$ cat src/rtl/instr_loader.sv
// instr_loader: receives a framed program image (SYNC, LEN, payload, CSUM)
// over a byte-stream valid/ready link and writes the payload into the
// 256 x 8 instruction memory, holding the CPU while the load is in progress.
module instr_loader #(
    parameter logic [7:0]  BASE_ADDR = 8'h00,
    parameter logic [7:0]  SYNC_BYTE = 8'hA5,
    parameter logic [15:0] TIMEOUT   = 16'd50000
) (
    input  logic       clock,
    input  logic       reset_n,
    input  logic       start,
    input  logic [7:0] rx_data,
    input  logic       rx_valid,
    output logic       rx_ready,
    output logic       wr_en,
    output logic [7:0] wr_addr,
    output logic [7:0] wr_data,
    output logic       cpu_hold,
    output logic       busy,
    output logic       done,
    output logic       err
);

    typedef enum logic [2:0] {
        ST_IDLE = 3'd0,
        ST_SYNC = 3'd1,
        ST_LEN  = 3'd2,
        ST_DATA = 3'd3,
        ST_CSUM = 3'd4
    } state_t;

    // A frame is good when payload sum plus checksum byte is zero mod 256.
    function automatic logic csum_ok(input logic [7:0] sum, input logic [7:0] csum);
        logic [7:0] total;
        total = 8'(sum + csum);
        return (total == 8'h00);
    endfunction

    state_t      state_q, state_d;
    logic [8:0]  remain_q, remain_d;     // payload bytes still expected (1..256)
    logic [7:0]  offset_q, offset_d;     // write offset from BASE_ADDR, wraps mod 256
    logic [7:0]  sum_q, sum_d;           // running payload sum mod 256
    logic [15:0] tmo_q, tmo_d;           // cycles since last accepted byte
    logic        wr_en_q, wr_en_d;
    logic [7:0]  wr_addr_q, wr_addr_d;
    logic [7:0]  wr_data_q, wr_data_d;
    logic        cpu_hold_q, cpu_hold_d;
    logic        done_q, done_d;
    logic        err_q, err_d;
    logic        busy_q, busy_d;         // also drives rx_ready: both mean "in a frame"

    logic        accept_s;
    logic [15:0] tmo_inc_s;
    logic        tmo_fire_s;

    assign accept_s   = rx_valid & busy_q;
    assign tmo_inc_s  = tmo_q + 16'd1;
    assign tmo_fire_s = (TIMEOUT != 16'd0) && (tmo_inc_s == TIMEOUT);

    // Next-state and next-output logic for the frame parser.
    always_comb begin
        state_d    = state_q;
        remain_d   = remain_q;
        offset_d   = offset_q;
        sum_d      = sum_q;
        tmo_d      = tmo_q;
        wr_en_d    = 1'b0;
        wr_addr_d  = wr_addr_q;
        wr_data_d  = wr_data_q;
        cpu_hold_d = cpu_hold_q;
        done_d     = done_q;
        err_d      = err_q;

        case (state_q)
            ST_IDLE: begin
                if (start) begin
                    state_d    = ST_SYNC;
                    done_d     = 1'b0;
                    err_d      = 1'b0;
                    cpu_hold_d = 1'b1;
                    tmo_d      = 16'd0;
                end else begin
                    tmo_d = 16'd0;
                end
            end
            ST_SYNC: begin
                // Hunting for the marker never times out; counter stays cleared
                // so LEN starts with a fresh window.
                tmo_d = 16'd0;
                if (accept_s && (rx_data == SYNC_BYTE)) begin
                    state_d = ST_LEN;
                end else begin
                    state_d = ST_SYNC;
                end
            end
            ST_LEN: begin
                if (accept_s) begin
                    remain_d = (rx_data == 8'h00) ? 9'd256 : {1'b0, rx_data};
                    sum_d    = 8'h00;
                    offset_d = 8'h00;
                    tmo_d    = 16'd0;
                    state_d  = ST_DATA;
                end else if (tmo_fire_s) begin
                    state_d = ST_IDLE;
                    err_d   = 1'b1;
                    tmo_d   = 16'd0;
                end else begin
                    tmo_d = tmo_inc_s;
                end
            end
            ST_DATA: begin
                if (accept_s) begin
                    wr_en_d   = 1'b1;
                    wr_addr_d = 8'(BASE_ADDR + offset_q);
                    wr_data_d = rx_data;
                    sum_d     = 8'(sum_q + rx_data);
                    offset_d  = 8'(offset_q + 8'd1);
                    remain_d  = remain_q - 9'd1;
                    tmo_d     = 16'd0;
                    if (remain_q == 9'd1) begin
                        state_d = ST_CSUM;
                    end else begin
                        state_d = ST_DATA;
                    end
                end else if (tmo_fire_s) begin
                    state_d = ST_IDLE;
                    err_d   = 1'b1;
                    tmo_d   = 16'd0;
                end else begin
                    tmo_d = tmo_inc_s;
                end
            end
            ST_CSUM: begin
                if (accept_s) begin
                    state_d = ST_IDLE;
                    tmo_d   = 16'd0;
                    if (csum_ok(sum_q, rx_data)) begin
                        done_d     = 1'b1;
                        cpu_hold_d = 1'b0;
                    end else begin
                        err_d = 1'b1;
                    end
                end else if (tmo_fire_s) begin
                    state_d = ST_IDLE;
                    err_d   = 1'b1;
                    tmo_d   = 16'd0;
                end else begin
                    tmo_d = tmo_inc_s;
                end
            end
            default: begin
                state_d = ST_IDLE;
                tmo_d   = 16'd0;
            end
        endcase

        busy_d = (state_d != ST_IDLE);
    end

    // State and registered-output update; reset aborts any frame in flight.
    always_ff @(posedge clock or negedge reset_n) begin
        if (!reset_n) begin
            state_q    <= ST_IDLE;
            remain_q   <= 9'd0;
            offset_q   <= 8'h00;
            sum_q      <= 8'h00;
            tmo_q      <= 16'd0;
            wr_en_q    <= 1'b0;
            wr_addr_q  <= 8'h00;
            wr_data_q  <= 8'h00;
            cpu_hold_q <= 1'b0;
            done_q     <= 1'b0;
            err_q      <= 1'b0;
            busy_q     <= 1'b0;
        end else begin
            state_q    <= state_d;
            remain_q   <= remain_d;
            offset_q   <= offset_d;
            sum_q      <= sum_d;
            tmo_q      <= tmo_d;
            wr_en_q    <= wr_en_d;
            wr_addr_q  <= wr_addr_d;
            wr_data_q  <= wr_data_d;
            cpu_hold_q <= cpu_hold_d;
            done_q     <= done_d;
            err_q      <= err_d;
            busy_q     <= busy_d;
        end
    end

    assign rx_ready = busy_q;
    assign busy     = busy_q;
    assign wr_en    = wr_en_q;
    assign wr_addr  = wr_addr_q;
    assign wr_data  = wr_data_q;
    assign cpu_hold = cpu_hold_q;
    assign done     = done_q;
    assign err      = err_q;

endmodule

$ cat config.mk
export PLATFORM = sky130hd
export DESIGN_NAME = instr_loader
export DESIGN_NICKNAME = d
export VERILOG_FILES = /design/src/rtl/instr_loader.sv
export SDC_FILE = /design/constraint.sdc
export NUM_CORES = 1
export LEC_CHECK = 0
export CORE_UTILIZATION = 51
export CTS_CLUSTER_SIZE = 40
export DETAILED_ROUTE_END_ITERATION = 10
export PLACE_DENSITY_LB_ADDON = 0.05
export SYNTH_ARGS = -nofsm -noshare
export SYNTH_HDL_FRONTEND = slang
export SYNTH_SLANG_ARGS = --single-unit
$ cat constraint.sdc
create_clock -name clock -period 2.2 [get_ports clock]
set_input_delay 0.33 -clock clock [delete_from_list [all_inputs] [get_ports clock]]
set_output_delay 0.33 -clock clock [all_outputs]
set_load 0.03 [all_outputs]
## Yosys cells after proc, flatten, opt, wreduce, memory -nomap -nowiden

Index checks and enable logic that the tools add are counted.

- Flip-flop bits (word level): 65
- Output and inout bits: 22
- Logic and storage cells: 80

- Add/subtract/negate cells: 4
- Equality and inequality tests: 14
- Mux-type cells: 35
- Bitwise logic cells: 1
- Reductions and logical operators: 14

Operator list:

| operator | number |
|---|---|
| 16-bit 2-to-1 mux | 3 |
| 8-bit one-hot mux with 2 select lines | 2 |
| 9-bit 2-to-1 mux | 3 |
| 8-bit 2-to-1 mux | 3 |
| 3-bit 2-to-1 mux | 6 |
| 9-bit one-hot mux with 2 select lines | 1 |
| 16-bit by 1-bit adder with 16-bit output (second input constant) | 1 |
| 16-bit == test (second input constant) | 1 |
| 8-bit zero test | 2 |
| 3-bit one-hot mux with 5 select lines | 1 |
| 1-bit 2-to-1 mux | 12 |
| 2-bit != test (second input constant) | 6 |
| 9-bit by 1-bit == test with 1-bit output (second input constant) | 1 |
| 9-bit by 1-bit subtractor with 9-bit output (second input constant) | 1 |
| 8-bit by 1-bit adder with 8-bit output (second input constant) | 1 |
| 8-bit adder | 1 |
| 8-bit == test (second input constant) | 1 |
| 4-bit AND reduction | 2 |
| 3-bit by 2-bit == test with 1-bit output (second input constant) | 2 |
| 3-bit nonzero test | 2 |
| 1-bit one-hot mux with 2 select lines | 2 |
| 2-bit nonzero test | 2 |
| 3-bit by 1-bit == test with 1-bit output (second input constant) | 1 |
| 3-bit == test (second input constant) | 1 |
| other kinds (10) | 10 |

## Logic depth before layout (Yosys ltp)

- Word-level depth: 6
- Gate-level depth with buffers: 9

## Worst setup path before layout

OpenSTA, ideal clock, no wires.

- Path type: reg-to-reg
- Start point: register tmo_q[0]
- End point: register tmo_q[10]
- Setup time: 141 ps
- Arrival: 2,129 ps
- Required time: 2,059 ps
- Slack: -70 ps
- Stages on the path, launching flop included: 10
- Path buffers: 2
- Period minus slack after synthesis: 2,270 ps
- Path through: dfrtp_1 ha_1 clkbuf_1 nand3_1 nor4_4 mux2i_1 nand3_1 and4bb_4 buf_12 nor3_2

- Cells in the longest elaborated chain, start to end: 5

Ends and longest elaborated chain:

| item | line | text |
|---|---|---|
| start: declaration | 43 | `logic [15:0] tmo_q, tmo_d;` |
| start signal: assignment | 180 | `tmo_q <= tmo_d;` |
| 16-bit by 1-bit adder with 16-bit output * | 57 | `assign tmo_inc_s = tmo_q + 16'd1;` |
| 16-bit == test | 58 | `assign tmo_fire_s = (TIMEOUT != 16'd0) && (tmo_inc_s == TIMEOUT);` |
| 16-bit 2-to-1 mux * | 103, 125, 143 |  |
| 16-bit 2-to-1 mux * | 97 | `if (accept_s) begin` |
| 16-bit 2-to-1 mux * | - |  |
| net tmo_d[10] | 43 |  |

The timed path passes the listed nets; every way through them passes the cells marked *.
A chain may end at the register's enable or synchronous reset.

## Worst setup path after layout

- Start point: register sum_q[0]
- End point: register cpu_hold_q, in the netlist cpu_hold

- Cells in the longest elaborated chain, start to end: 4

Ends and longest elaborated chain:

| item | line | text |
|---|---|---|
| start: declaration | 42 | `logic [7:0] sum_q, sum_d;` |
| start signal: assignment | 179 | `sum_q <= sum_d;` |
| 8-bit adder | 35 | `total = 8'(sum + csum);` |
| 8-bit zero test | 36 | `return (total == 8'h00);` |
| 2-bit != test (no source line) | - |  |
| 4-bit AND reduction (no source line) | - |  |
| end signal: assignment | 184 | `cpu_hold_q <= cpu_hold_d;` |
| end: declaration | 47 | `logic cpu_hold_q, cpu_hold_d;` |

Every way passes these cells.

==> flow_metrics.tcl <==
set metrics [dict create \
    status "completed" \
    r2r_start "sum_q[0]$_DFFE_PN0P_" \
    syn_area_per_cell_um2 9.65 \
    routedWlPerCell_um 15.4 \
    totalPowerFinal_mw 4.68 \
    period_share_pct 99.3 \
    muxShareOfSynthArea_pct 3.80 \
    clock_sinks 65 \
    min_from "rx_data[3]" \
    path_max_fanout 3 \
    nets 482 \
    final_hold_viol_count 0 \
    synth_compound_area_share_pct 12.8 \
    synthXorXnorAreaFrac_pct 5.36 \
    syn-instance-count 389 \
    clock_path_buffers 2 \
    min_to "wr_data[3]$_DFFE_PN0P_" \
    drt_iter0_markers 145 \
    routed_via_density 5.58 \
    port_buffers 33 \
    ys_types 64 \
    cp-end-kind "register" \
    clk-insertion-delay-late_ns 0.36 \
    synth_top_family_by_area "simple AND/OR/NAND/NOR gates" \
    n_antenna_cell 0 \
    yosys.area_share.adder_pct 4.20 \
    htreeDepth 3 \
    r2r_slack_ns 0.02 \
    firstDrtPassIters 5 \
    routed_wl_um 8620 \
    synthSimpleGateAreaFrac_pct 26.8 \
    clk_pin_slew_ns 0.08 \
    synth.area.top_cells "dfrtp_1, nand2_1, ha_1, xnor2_1, mux2_2" \
    syn_to_final_growth_pct 28.2 \
    cap_viol_max_count 0 \
    relSlewSlack_pct 70.5 \
    arrival_ns 2.42 \
    async_reset_ff_share_pct 100 \
    fin_hold_ws_ns 0.441 \
    clock-root-buffer "clkbuf_8" \
    io_pins 34 \
    hold_depth 3 \
    clock_skew_ns 0.0140 \
    track_usage_pct 23.9 \
    yosysTopAreaCell "dfrtp_1" \
    synth.top_cell.area_share_pct 43.3 \
    place_inst 540 \
    rows 30 \
    ys_seq_elements 65 \
    syn-num-nets 413 \
    cts_buffers 9 \
    die_area_um2 7710 \
    dominantRegCellSynth "dfrtp_1" \
    cts_tree "yes" \
    finalSetupViolations 0 \
    critPathKind "register to register" \
    hold_path_class "input pin to register" \
    antenna_left 0 \
    tightest_slew_ns 0.439 \
    cp.required_ns 2.44 \
    drive_gt1_share_pct 24.8 \
    p_leak_nw 2.09 \
    grt_pass1_wl_um 14300 \
    period_minus_slack_ns 2.18 \
    cp-start-kind "register" \
    overflow 0 \
    gp_congestion 0.883 \
    synth_edf_count 0 \
    die_h_um 87.8 \
    rsz0062_at_grt "yes" \
    drc 0 \
    design.core.area_um2 6940 \
    dp_hpwl_um 6010 \
    max_freq_ghz 0.458 \
    final-instance-count-excl-fill 559 \
    grt_pass1_vias 3147 \
    die_w_um 87.8 \
    reg2reg_to "cpu_hold$_DFFE_PN0P_" \
    grt_max_degree 66 \
    antenna_found_initial 0 \
    num_vias 3119 \
    drv_slew 0 \
    yosysWarningCount 0 \
    synth_seq_area_share_pct 43.3 \
    ir_drop_v 0.000376 \
    start_util_pct 54.1 \
    power_density_nw_per_um2 973 \
    worstRegToRegCells 8 \
    fill_cells 551 \
    syn-cell-area_um2 3750 \
]
[logic make-up (layout without fill, tap and decap cells)]
family                   count (synthesis)  after routing
AO/OA/AOI/OAI                           73             73
XOR/XNOR                                23             23
adder cells (fa/ha/maj)                 12             12
buffers and inverters                   28            102
flip-flops                              65             65
multiplexers                            13             13
AND/OR/NAND/NOR                        175            175
[layer usage]
| layer | track usage [%] | routed length (µm) | vias to the layer above |
|---|---|---|---|
| met1 | 30.1 | 3900 | 1516 |
| met2 | 41.4 | 4300 | 48 |
| met3 | 3.11 | 295 | 9 |
| met5 | 0 | 0 | - |
| li1 | - | - | 1546 |
| met4 | 10.1 | 111 | 0 |
[area by class of cell]
cell class	instances	area [µm²]	share of cell area (%)
Multi-Input combinational cell	296	2130	44.3
Sequential cell	65	1630	33.8
Timing Repair Buffer	79	698	14.5
Clock buffer	9	124	2.57
Tap cell	96	120	2.50
Clock inverter	7	83.8	1.74
Inverter	7	26.3	0.546
[report_power, final]
part / leakage [nW] / internal (mW) / switching (mW)
Clock: 0.103 / 0.544 / 0.534
Sequential: 0.858 / 1.44 / 0.203
Combinational: 1.13 / 0.944 / 1.02
Total: 2.09 / 2.92 / 1.76
[stage by stage]
stage / utilization (%) / setup slack [ns] / setup TNS, ns / cell area (µm²)
after detailed placement: 63.9 / -0.591 / -2.64 / 4430
after global placement: 63.9 / -0.544 / -2.40 / 4430
final: 69.3 / 0.0164 / 0 / 4810
after CTS: 67.2 / 0.000968 / 0 / 4670
after floorplan: - / 0.0277 / 0 / 3760
after global routing: 69.3 / -0.0527 / -0.156 / 4810
[registers in the layout (all words and copies together) (netlist names), 3 cells and up]
signal	cells
wr_addr	8
sum_q	8
remain_q	9
wr_data	8
offset_q	8
state_q	3
tmo_q	16
[worst max-delay path by stage]
stage	start	end	slack, ns	cells past startpoint
floorplan	tmo_q[0]$_DFF_PN0_	tmo_q[10]$_DFF_PN0_	0.03	9
finish	sum_q[0]$_DFFE_PN0P_	cpu_hold$_DFFE_PN0P_	0.02	8
CTS	rx_data[3]	cpu_hold$_DFFE_PN0P_	0.001	8
detailed placement	rx_data[0]	err$_DFFE_PN0P_	-0.59	9
global route	tmo_q[5]$_DFF_PN0_	state_q[1]$_DFF_PN0_	-0.05	7
global placement	rx_data[0]	err$_DFFE_PN0P_	-0.54	9
[worst max-delay path: stages, from the launching register on]
cell	delay (ns)
dfrtp_1	0.42
ha_4	0.18
fa_2	0.35
and3_4	0.18
o2111ai_4	0.21
o311ai_4	0.14
a21o_1	0.22
buf_4	0.14
o31a_1	0.23
[placed cells by master, fill, tap and decap left out, types with 4 or more instances in the layout]
master           Yosys  layout
nand3_1             20      19
and3_1               5       4
nor3_2               9      12
xor2_1              10      10
nor2_1              21      21
o21ai_0             16      16
clkdlybuf4s50_1      0      29
nor4_1              10       9
or2_2                5       5
a21oi_1             17      17
nor3_1              12       9
buf_4                1      43
xnor2_1             13      13
inv_1                6       6
o22ai_1              5       5
ha_1                11       7
mux2_2              10      10
a22o_1               5       5
dfrtp_1             65      65
a21o_1               5       5
clkbuf_8             0       9
nand2_1             55      55
[cells in the mapped netlist, types with 6 or more instances]
cell,count
clkbuf_1,12
o21ai_0,16
nor3_1,12
nand3_1,20
nor3_2,9
xor2_1,10
nor4_1,10
dfrtp_1,65
nand2_1,55
xnor2_1,13
ha_1,11
buf_2,6
a21oi_1,17
nor2_1,21
inv_1,6
mux2_2,10
[timing repair]
item	CTS	global route
hold endpoints to repair	4	0
setup buffers	0	2
setup endpoints to repair	4	19
resized for setup	8	19
hold buffers	1	0
pin swaps	2	9
(Power assumes the default switching activity.)
